<file path="config.mk">
export PLATFORM = sky130hd
export DESIGN_NAME = frame_buffer_writer_flat
export DESIGN_NICKNAME = d
export VERILOG_FILES = /design/src/rtl/frame_buffer_writer_pkg.sv /design/src/rtl/frame_buffer_writer_if.sv /design/src/rtl/fbw_pixel_counter.sv /design/src/rtl/frame_buffer_writer.sv /design/src/flat_wrapper.sv
export SDC_FILE = /design/constraint.sdc
export NUM_CORES = 1
export LEC_CHECK = 0
export ABC_AREA = 1
export CAP_MARGIN = 15
export CORE_AREA = 2 2 75 77
export DETAILED_ROUTE_END_ITERATION = 10
export DIE_AREA = 0 0 77 79
export GPL_TIMING_DRIVEN = 0
export PLACE_DENSITY = 0.83
export SETUP_SLACK_MARGIN = 0.02
export SLEW_MARGIN = 15
export SYNTH_ARGS = -nofsm -noshare
export SYNTH_HDL_FRONTEND = slang
export SYNTH_SLANG_ARGS = --single-unit
</file>
<file path="constraint.sdc">
create_clock -name pclk -period 2.1 [get_ports pclk]
set_input_delay 0.21 -clock pclk [delete_from_list [all_inputs] [get_ports pclk]]
set_output_delay 0.21 -clock pclk [all_outputs]
set_load 0.03 [all_outputs]
</file>
<file path="src/rtl/frame_buffer_writer_pkg.sv">
// Shared constants and FSM encoding for the frame-buffer write and read paths.
package frame_buffer_writer_pkg;

   localparam int unsigned FBW_FRAME_PIXELS = 76800;
   localparam int unsigned FBW_ADDR_W       = 18;
   localparam int unsigned FBW_PIX_W        = 5;
   localparam int unsigned FBW_CNT_W        = 8;

   typedef enum logic [1:0] {
      ST_IDLE     = 2'd0,
      ST_WAIT_SOF = 2'd1,
      ST_CAPTURE  = 2'd2,
      ST_COMMIT   = 2'd3
   } fbw_state_e;

   // Saturating increment for 8-bit event counters.
   function automatic logic [FBW_CNT_W-1:0] sat_inc8(input logic [FBW_CNT_W-1:0] v);
      return (v == {FBW_CNT_W{1'b1}}) ? v : v + FBW_CNT_W'(1);
   endfunction

endpackage

</file>
<file path="src/rtl/frame_buffer_writer_if.sv">
// Frame RAM write bus: address, data, strobe and active bank.
interface frame_buffer_writer_if
   import frame_buffer_writer_pkg::*;
#(
   parameter int unsigned ADDR_W = FBW_ADDR_W,
   parameter int unsigned PIX_W  = FBW_PIX_W
);

   logic [ADDR_W-1:0] wr_addr;
   logic [PIX_W-1:0]  wr_data;
   logic              wr_en;
   logic              wr_bank;

   modport master (output wr_addr, output wr_data, output wr_en, output wr_bank);
   modport slave  (input  wr_addr, input  wr_data, input  wr_en, input  wr_bank);

endinterface

</file>
<file path="src/rtl/fbw_pixel_counter.sv">
// Pixel position counter with clear, increment and last-pixel flag.
module fbw_pixel_counter
   import frame_buffer_writer_pkg::*;
#(
   parameter int unsigned FRAME_PIXELS = FBW_FRAME_PIXELS,
   parameter int unsigned ADDR_W       = FBW_ADDR_W
) (
   input  logic              pclk,
   input  logic              reset,
   input  logic              clear,
   input  logic              inc,
   output logic [ADDR_W-1:0] count,
   output logic              last_c
);

   // Compare against FRAME_PIXELS-1 so a full 2^ADDR_W frame never needs a wrap.
   localparam logic [ADDR_W-1:0] LAST = ADDR_W'(FRAME_PIXELS - 1);

   // Counter register; clear wins over increment.
   always_ff @(posedge pclk) begin
      if (reset)      count <= '0;
      else if (clear) count <= '0;
      else if (inc)   count <= count + ADDR_W'(1);
   end

   assign last_c = (count == LAST);

endmodule

</file>
<file path="src/rtl/frame_buffer_writer.sv">
// Captures a pixel stream into ping-pong frame banks and swaps banks once the
// reader releases the other one. Optional frame checking: FBW_FRAME_CHECK_EN.
module frame_buffer_writer
   import frame_buffer_writer_pkg::*;
#(
   parameter int unsigned FRAME_PIXELS = FBW_FRAME_PIXELS,
   parameter int unsigned ADDR_W       = FBW_ADDR_W,
   parameter int unsigned PIX_W        = FBW_PIX_W
) (
   input  logic                        pclk,
   input  logic                        reset,
   input  logic                        capture_en,
   input  logic                        vsync,
   input  logic                        vde,
   input  logic [PIX_W-1:0]            pix_in,
   input  logic                        rd_busy,
   frame_buffer_writer_if.master       wbus,
   output logic                        frame_done,
   output logic [FBW_CNT_W-1:0]        frame_cnt
`ifdef FBW_FRAME_CHECK_EN
   ,
   output logic                        frame_err,
   output logic [FBW_CNT_W-1:0]        err_cnt
`endif
);

   fbw_state_e          state, state_nxt;
   logic                vsync_d;
   logic                sof;
   logic [ADDR_W-1:0]   count;
   logic                last_c;
   logic                cnt_clear, cnt_inc;
   logic                swap;
   logic                wr_en_nxt;
   logic [ADDR_W-1:0]   wr_addr_nxt, wr_addr_q;
   logic [PIX_W-1:0]    wr_data_nxt, wr_data_q;
   logic                wr_en_q, wr_bank_q;

   assign sof = vsync & ~vsync_d;

   fbw_pixel_counter #(
      .FRAME_PIXELS (FRAME_PIXELS),
      .ADDR_W       (ADDR_W)
   ) u_counter (
      .pclk   (pclk),
      .reset  (reset),
      .clear  (cnt_clear),
      .inc    (cnt_inc),
      .count  (count),
      .last_c (last_c)
   );

   // State register.
   always_ff @(posedge pclk) begin
      if (reset) state <= ST_IDLE;
      else       state <= state_nxt;
   end

   // vsync history for rising-edge detection.
   always_ff @(posedge pclk) begin
      if (reset) vsync_d <= 1'b0;
      else       vsync_d <= vsync;
   end

   // Next-state logic; capture_en is only honoured outside CAPTURE so a frame always completes.
   always_comb begin
      state_nxt = state;
      case (state)
         ST_IDLE:     if (capture_en) state_nxt = ST_WAIT_SOF;
         ST_WAIT_SOF: begin
            if (!capture_en) state_nxt = ST_IDLE;
            else if (sof)    state_nxt = ST_CAPTURE;
         end
         ST_CAPTURE:  if (!sof && vde && last_c) state_nxt = ST_COMMIT;
         ST_COMMIT:   if (!rd_busy) state_nxt = capture_en ? ST_WAIT_SOF : ST_IDLE;
      endcase
   end

   // Output/datapath decode; a sof inside CAPTURE restarts the frame and writes nothing.
   always_comb begin
      wr_en_nxt   = 1'b0;
      wr_addr_nxt = wr_addr_q;
      wr_data_nxt = wr_data_q;
      cnt_clear   = 1'b0;
      cnt_inc     = 1'b0;
      swap        = 1'b0;
      case (state)
         ST_WAIT_SOF: cnt_clear = capture_en & sof;
         ST_CAPTURE: begin
            if (sof) begin
               cnt_clear = 1'b1;
            end else if (vde) begin
               wr_en_nxt   = 1'b1;
               wr_addr_nxt = count;
               wr_data_nxt = pix_in;
               cnt_inc     = ~last_c;
            end
         end
         ST_COMMIT:   swap = ~rd_busy;
         default:     ;
      endcase
   end

   // Registered write bus and frame bookkeeping.
   always_ff @(posedge pclk) begin
      if (reset) begin
         wr_addr_q  <= '0;
         wr_data_q  <= '0;
         wr_en_q    <= 1'b0;
         wr_bank_q  <= 1'b0;
         frame_done <= 1'b0;
         frame_cnt  <= '0;
      end else begin
         wr_addr_q  <= wr_addr_nxt;
         wr_data_q  <= wr_data_nxt;
         wr_en_q    <= wr_en_nxt;
         wr_bank_q  <= wr_bank_q ^ swap;
         frame_done <= swap;
         frame_cnt  <= frame_cnt + FBW_CNT_W'(swap);
      end
   end

   assign wbus.wr_addr = wr_addr_q;
   assign wbus.wr_data = wr_data_q;
   assign wbus.wr_en   = wr_en_q;
   assign wbus.wr_bank = wr_bank_q;

`ifdef FBW_FRAME_CHECK_EN
   logic left_capture;
   logic err_nxt;

   // Marks the first COMMIT cycle, where continued vde means the frame ran long.
   always_ff @(posedge pclk) begin
      if (reset) left_capture <= 1'b0;
      else       left_capture <= (state == ST_CAPTURE) && (state_nxt == ST_COMMIT);
   end

   assign err_nxt = ((state == ST_CAPTURE) && sof) ||
                    ((state == ST_COMMIT) && left_capture && vde);

   // Error pulse and saturating error count.
   always_ff @(posedge pclk) begin
      if (reset) begin
         frame_err <= 1'b0;
         err_cnt   <= '0;
      end else begin
         frame_err <= err_nxt;
         if (err_nxt) err_cnt <= sat_inc8(err_cnt);
      end
   end
`endif

endmodule

</file>
<file path="src/flat_wrapper.sv">
// flat-port wrapper written by rule: the top's interface ports become plain ports
module frame_buffer_writer_flat import frame_buffer_writer_pkg::*;
#(
   parameter int unsigned FRAME_PIXELS = FBW_FRAME_PIXELS,
   parameter int unsigned ADDR_W       = FBW_ADDR_W,
   parameter int unsigned PIX_W        = FBW_PIX_W
)
  (pclk, reset, capture_en, vsync, vde, pix_in, rd_busy, frame_done, frame_cnt, wbus_wr_addr, wbus_wr_data, wbus_wr_en, wbus_wr_bank);
  frame_buffer_writer_if #(.ADDR_W(ADDR_W), .PIX_W(PIX_W)) wbus_i ();
  input  logic pclk;
  input  logic reset;
  input  logic capture_en;
  input  logic vsync;
  input  logic vde;
  input  logic [PIX_W-1:0] pix_in;
  input  logic rd_busy;
  output logic frame_done;
  output logic [FBW_CNT_W-1:0] frame_cnt;
  output wire logic [$bits(wbus_i.wr_addr)-1:0] wbus_wr_addr;
  output wire logic [$bits(wbus_i.wr_data)-1:0] wbus_wr_data;
  output wire logic [$bits(wbus_i.wr_en)-1:0] wbus_wr_en;
  output wire logic [$bits(wbus_i.wr_bank)-1:0] wbus_wr_bank;
  assign wbus_wr_addr = wbus_i.wr_addr;
  assign wbus_wr_data = wbus_i.wr_data;
  assign wbus_wr_en = wbus_i.wr_en;
  assign wbus_wr_bank = wbus_i.wr_bank;
  frame_buffer_writer #(.FRAME_PIXELS(FRAME_PIXELS), .ADDR_W(ADDR_W), .PIX_W(PIX_W)) u_core (.pclk(pclk), .reset(reset), .capture_en(capture_en), .vsync(vsync), .vde(vde), .pix_in(pix_in), .rd_busy(rd_busy), .wbus(wbus_i), .frame_done(frame_done), .frame_cnt(frame_cnt));
endmodule
</file>
==> metrics.yaml, run 1 <==
worst_setup_path:
  setup.worst_path.start: "u_core.state[0]"
  critPathKind: "register to register"
  path_delay_family: "buffers and inverters"
  crit_path_frequent_cell: "inv_1"
  startpoint_type: "register"
  endpoint_kind: "register"
  cpPeakStageDelay_ns: 0.40
  path_buf_inv: 3
  timing.rr.start: "u_core.state[0]"
  path_max_fanout: 10
  cp_cell_sequence: "inv_1 > ha_1 > inv_1 > nor3_4 > clkbuf_1 > o21ai_0 > a21oi_1"
  cp.arrival_ns: 2.13
  cp_slowest_cell: "nor3_4"
  cp.required_ns: 2.35
pwr:
  pwr-share-clk: 0.266
  p_leak_nw: 1.22
  comb_power_share: 0.232
  switchingPower_uw: 752
  intPower_mw: 1.57
  power_frac_seq: 0.501
  vdd_ir_drop_max_mv: 0.364
  swShare: 0.324
  power_density_nw_per_um2: 733
final_layout:
  final_area_um2: 3170
  utilization: 0.593
  n_antenna_cell: 0
  final_nets: 412
  nFillCells: 520
  layout-drive-gt1-share: 0.0761
  syn_to_final_growth_pct: 25.1
  final_cell_mix: "60 x nor2_1, 60 x nand2_1, 54 x dfxtp_1"
logic_synthesis:
  async_reset_ff_frac: 0
  synth.avg_cell_area_um2: 7.40
  synth_area_um2: 2530
  ys_ff_latch: 55
  synth-edff-count: 0
  synth_top_family_by_area: "simple AND/OR/NAND/NOR gates"
  ys.flop_type: "dfxtp_1"
  synth_fp_nets: 361
  synth.distinct_cells: 31
  yosysTopAreaCell: "dfxtp_1"
  synth_xor_area_frac: 0.0242
  synth-compound-area-share: 0.137
  synthAdderAreaFrac: 0.0396
  synthCells: 342
  ys_seq_area_frac: 0.435
  yosys.area_share.simple: 0.289
  synth_mux_area_frac: 0
  yosysWarnings: 0
  synth.area.top_cells: "dfxtp_1 44%, nand2_1 8.9%, nor2_1 8.9%"
  synth_top_area_frac: 0.435
clock_network:
  cts_sinks: 55
  clkTransAtPathRegs_ns: 0.11
  cts_buffer_depth: 2
  htree_levels: 2
  cts-root-buf: "clkbuf_8"
  cts_setup_buffers: 0
  cts_inserted_buffers: 5
  cts_tree: "done"
  insertion_delay_ns: 0.32
grt:
  grt_first_pass_wirelength_um: 9860
  groute.usage.overall: 0.202
  grt_overflow: 0
  grt_pass1_vias: 2168
  antenna_found_initial: 0
  grt_max_degree: 20
detailed_routing:
  drt_iter0_drc: 160
  wl_met3_um: 225
  maxUsedRoutingLayer: "met4"
  ant_nets: 0
  met1_length_um: 2660
  drcViolationCount: 0
  wirelength_um: 5880
  vias_per_cell: 5.02
  drt_first_pass_iters: 5
  met2WireLength_um: 2870
  vias: 2337
  wl_per_cell_um: 12.6
timing:
  fin_crit_ns: 1.88
  period_share: 0.894
  rsz0062_at_grt: "no"
  clock_skew_ns: 0.0111
  fin_tns_setup_ns: 0
  setup_violations: 0
  hold_violations: 0
  max_freq_mhz: 532
  slew_headroom: 0.693
  slew_violations: 0
  worst_slew_pin_slew_ns: 0.461
placement:
  dpl.hpwl_um: 4420
  portBuffers: 44
  placed_area_um2: 3060
  gp_congestion: 0.903
floorplan:
  rows: 27
  core_area_um2: 5340
  die_area_um2: 6080
  ios: 45
  die_w_um: 77
  die_h_um: 79
  start_util: 0.474
flow_run:
  drv_cap: 0
min_path:
  worstHoldStart: "vsync"
  hp-class: "input port to register"
status:
  status: "completed"
==> worst paths after layout <==
| kind | to | slack [ns] | depth (start not counted) |
|---|---|---|---|
| max | u_core.wbus.wr_addr[8] | 0.22 | 7 |
| min | u_core.vsync_d | 0.45 | 3 |
| max reg2reg | u_core.wbus.wr_addr[8] | 0.22 | 7 |
| min reg2reg | u_core.wbus.wr_bank | 0.50 | 2 |
==> state kept, by name, indices dropped and copies added, names as in the netlist, named ones only <==
register                cells
u_core.u_counter.count     18
u_core.wbus.wr_addr        18
u_core.frame_cnt            8
u_core.wbus.wr_data         5
u_core.frame_done           1
u_core.state                1
u_core.vsync_d              1
u_core.wbus.wr_bank         1
u_core.wbus.wr_en           1
==> worst min-delay path: stages <==
cell and delay [ns]:
clkdlybuf4s50_1 0.40, inv_1 0.08, nor2_1 0.04
==> Yosys cell counts, types with 4 or more instances <==
cell	count
nand3b_1	4
dfxtp_1	55
ha_1	8
xor2_1	5
clkbuf_1	7
o21ai_0	31
nand3_1	18
a21oi_1	31
nand2_1	60
inv_1	32
nor2_1	60
==> area by class of cell <==
| type | count | area [um^2] | area share |
|---|---|---|---|
| clock inverter | 3 | 27.5 | 0.00870 |
| sequential | 55 | 1100 | 0.348 |
| inverter | 35 | 131 | 0.0415 |
| multi-input combinational | 241 | 1250 | 0.394 |
| buffer | 11 | 58.8 | 0.0186 |
| tap | 72 | 90.1 | 0.0285 |
| clock buffer | 5 | 68.8 | 0.0217 |
| timing repair buffer | 44 | 440 | 0.139 |
==> timing repair <==
action / in CTS / in global routing
pin swaps: 0 / 1
resized for setup: 1 / 3
setup endpoints to repair: 6 / 22
hold buffers: 0 / 0
==> cell families after synthesis <==
group	Yosys count
fa+ha+maj	8
compound gates	67
flops	55
buf+inv	46
xor+xnor	7
simple gates	159
==> power groups by stage <==
stage / sequential (mW) / combinational (mW) / clock (mW)
floorplan: 1.27 / 0.254 / 0
global placement: 1.18 / 0.515 / 0
detailed placement: 1.19 / 0.527 / 0
CTS: 1.16 / 0.537 / 0.630
global route: 1.17 / 0.601 / 0.678
finish: 1.16 / 0.539 / 0.618
==> routing by layer <==
| metal | vias up | track usage |
|---|---|---|
| met4 | 0 | 0.0839 |
| met2 | 47 | 0.361 |
| met5 | - | 0 |
| li1 | 1202 | - |
| met1 | 1077 | 0.235 |
| met3 | 11 | 0.0432 |
==> stage by stage <==
| stage | worst slack, ns | total power [mW] | hold WS, ns | std cells |
|---|---|---|---|---|
| CTS | 0.0982 | 2.33 | 0.449 | 466 |
| finish | 0.222 | 2.32 | 0.445 | 466 |
| global placement | 0.103 | 1.70 | 0.453 | 458 |
| floorplan | 0.456 | 1.53 | 0.344 | 342 |
| global route | 0.0424 | 2.45 | 0.461 | 466 |
| detailed placement | 0.0224 | 1.71 | 0.478 | 458 |
Note: power is estimated with default switching activity, not from simulation.
==> inputs of run 2 (changes only) <==
==> constraint.sdc (replaced) <==
create_clock -name pclk -period 2.2 [get_ports pclk]
set_input_delay 0.22 -clock pclk [delete_from_list [all_inputs] [get_ports pclk]]
set_output_delay 0.22 -clock pclk [all_outputs]
set_load 0.03 [all_outputs]
==> metrics.yaml, run 2 (same netlist as run 1, synthesis figures left out) <==
final_layout:
  final_nets: 412  # unchanged
  regArea_um2: 1100  # about the same
  syn_to_final_growth_pct: 25.0  # was 25.1%
  final_cell_mix: "60 x nor2_1, 60 x nand2_1, 55 x dfxtp_1"  # was 60 x nor2_1, 60 x nand2_1, 54 x dfxtp_1
  n_antenna_cell: 0  # unchanged
  layout-drive-gt1-share: 0.0711  # was 0.0761
  nFillCells: 522  # was 520
  multiInputGateArea_um2: 1250  # unchanged
clock_network:
  htree_levels: 2  # unchanged
  cts_setup_buffers: 0  # unchanged
  cts_tree: "done"  # unchanged
  cts_buffer_depth: 2  # unchanged
  clkTransAtPathRegs_ns: 0.10  # was 0.11 ns
  insertion_delay_ns: 0.32  # about the same
  cts-root-buf: "clkbuf_8"  # unchanged
  cts_sinks: 55  # unchanged
  cts_inserted_buffers: 5  # unchanged
worst_setup_path:
  timing.rr.start: "u_core.state[0]"  # unchanged
  critPathKind: "register to register"  # unchanged
  cp.arrival_ns: 2.28  # was 2.13 ns
  path_max_fanout: 10  # unchanged
  startpoint_type: "register"  # unchanged
  setup.worst_path.start: "u_core.state[0]"  # unchanged
  endpoint_kind: "register"  # unchanged
  cp.required_ns: 2.44  # was 2.35 ns
floorplan:
  start_util: 0.474  # unchanged
  die_area_um2: 6080  # unchanged
  core_area_um2: 5340  # unchanged
  rows: 27  # unchanged
  ios: 45  # unchanged
  die_h_um: 79  # unchanged
  die_w_um: 77  # unchanged
grt:
  grt_first_pass_wirelength_um: 9800  # was 9860 um
  grt_overflow: 0  # unchanged
  grt_max_degree: 20  # unchanged
  grtUsageMet2: 0.355  # was 0.361
  grt.busiest_layer: "met2"  # unchanged
  grt_pass1_vias: 2162  # was 2168
  grt_use_met1: 0.235  # about the same
  antenna_found_initial: 0  # unchanged
  grt_use_met3: 0.0432  # unchanged
  groute.usage.overall: 0.200  # was 0.202
timing:
  setup_violations: 0  # unchanged
  worst_slew_pin_slew_ns: 0.465  # was 0.461 ns
  whs_ns: 0.456  # was 0.445 ns
  rsz0062_at_grt: "no"  # unchanged
  hold_violations: 0  # unchanged
  fin_crit_ns: 2.04  # was 1.88 ns
  slew_violations: 0  # unchanged
  fin_tns_setup_ns: 0  # unchanged
  max_freq_mhz: 491  # was 532 MHz
  slew_headroom: 0.690  # was 0.693
  clock_skew_ns: 0.0128  # was 0.0111 ns
  period_share: 0.926  # was 0.894
detailed_routing:
  wirelength_um: 5870  # was 5880 um
  ant_nets: 0  # unchanged
  vias_per_cell: 5.06  # was 5.02
  vias: 2357  # was 2337
  drcViolationCount: 0  # unchanged
  drt_first_pass_iters: 4  # was 5
  wl_per_cell_um: 12.6  # about the same
  drt_iter0_drc: 165  # was 160
pwr:
  vdd_ir_drop_max_mv: 0.347  # was 0.364 mV
  p_leak_nw: 1.22  # about the same
  power_density_nw_per_um2: 700  # was 733 nW/um^2
min_path:
  worstHoldStart: "vsync"  # unchanged
  hp-class: "input port to register"  # unchanged
placement:
  portBuffers: 44  # unchanged
  dpl.hpwl_um: 4420  # unchanged
  gp_congestion: 0.903  # unchanged
flow_run:
  drv_cap: 0  # unchanged
status:
  status: "completed"  # unchanged
[run 2: what timing repair did]
item | in CTS | in global routing
resized for setup | 0 | 1
hold buffers | 0 | 0
endpoints found under the setup margin | 0 | 10
[run 2: routing by layer]
metal,vias to the layer above,wire [um]
li1,1203,-
met1,1086,2600
met2,57,2890
met3,11,259
met4,0,127
met5,-,0
[run 2: per-stage QoR]
stage / cells / setup slack (ns) / total power [mW] / utilization / area [um^2]
after detailed placement: 458 / 0.122 / 1.63 / 0.573 / 3060
after floorplan: 342 / 0.556 / 1.46 / - / 2530
final: 466 / 0.163 / 2.21 / 0.593 / 3160
after global routing: 466 / 0.00160 / 2.34 / 0.593 / 3160
after global placement: 458 / 0.203 / 1.62 / 0.573 / 3060
after CTS: 466 / 0.0723 / 2.22 / 0.591 / 3160
[run 2: final cells by class]
type                    instances  area share
multi-input cells             241       0.394
flip-flops and latches         55       0.348
repair buffers                 44       0.139
inverters                      35      0.0415
well taps                      72      0.0285
clock buffers                   5      0.0218
plain buffers                  11      0.0182
clock inverters                 3     0.00870
[run 2: critical path, stage by stage, from the launching register on]
cell and delay [ns]:
dfxtp_1 0.47, inv_1 0.14, ha_1 0.24, inv_1 0.11, nand2_1 0.09, a31oi_2 0.26, inv_1 0.19, clkbuf_1 0.27
a21oi_1 0.19
[run 2: where the power goes]
part / total [mW] / switching, mW / internal, mW
logic: 0.515 / 0.315 / 0.200
clock network: 0.592 / 0.357 / 0.234
registers: 1.11 / 0.0476 / 1.06
total: 2.21 / 0.719 / 1.50
[run 2: path summary, 6_finish.rpt]
path / endpoint / slack [ns] / cells after the start
max: u_core.u_counter.count[4] / 0.16 / 8
min: u_core.vsync_d / 0.46 / 3
max reg2reg: u_core.u_counter.count[4] / 0.16 / 8
min reg2reg: u_core.wbus.wr_bank / 0.50 / 2
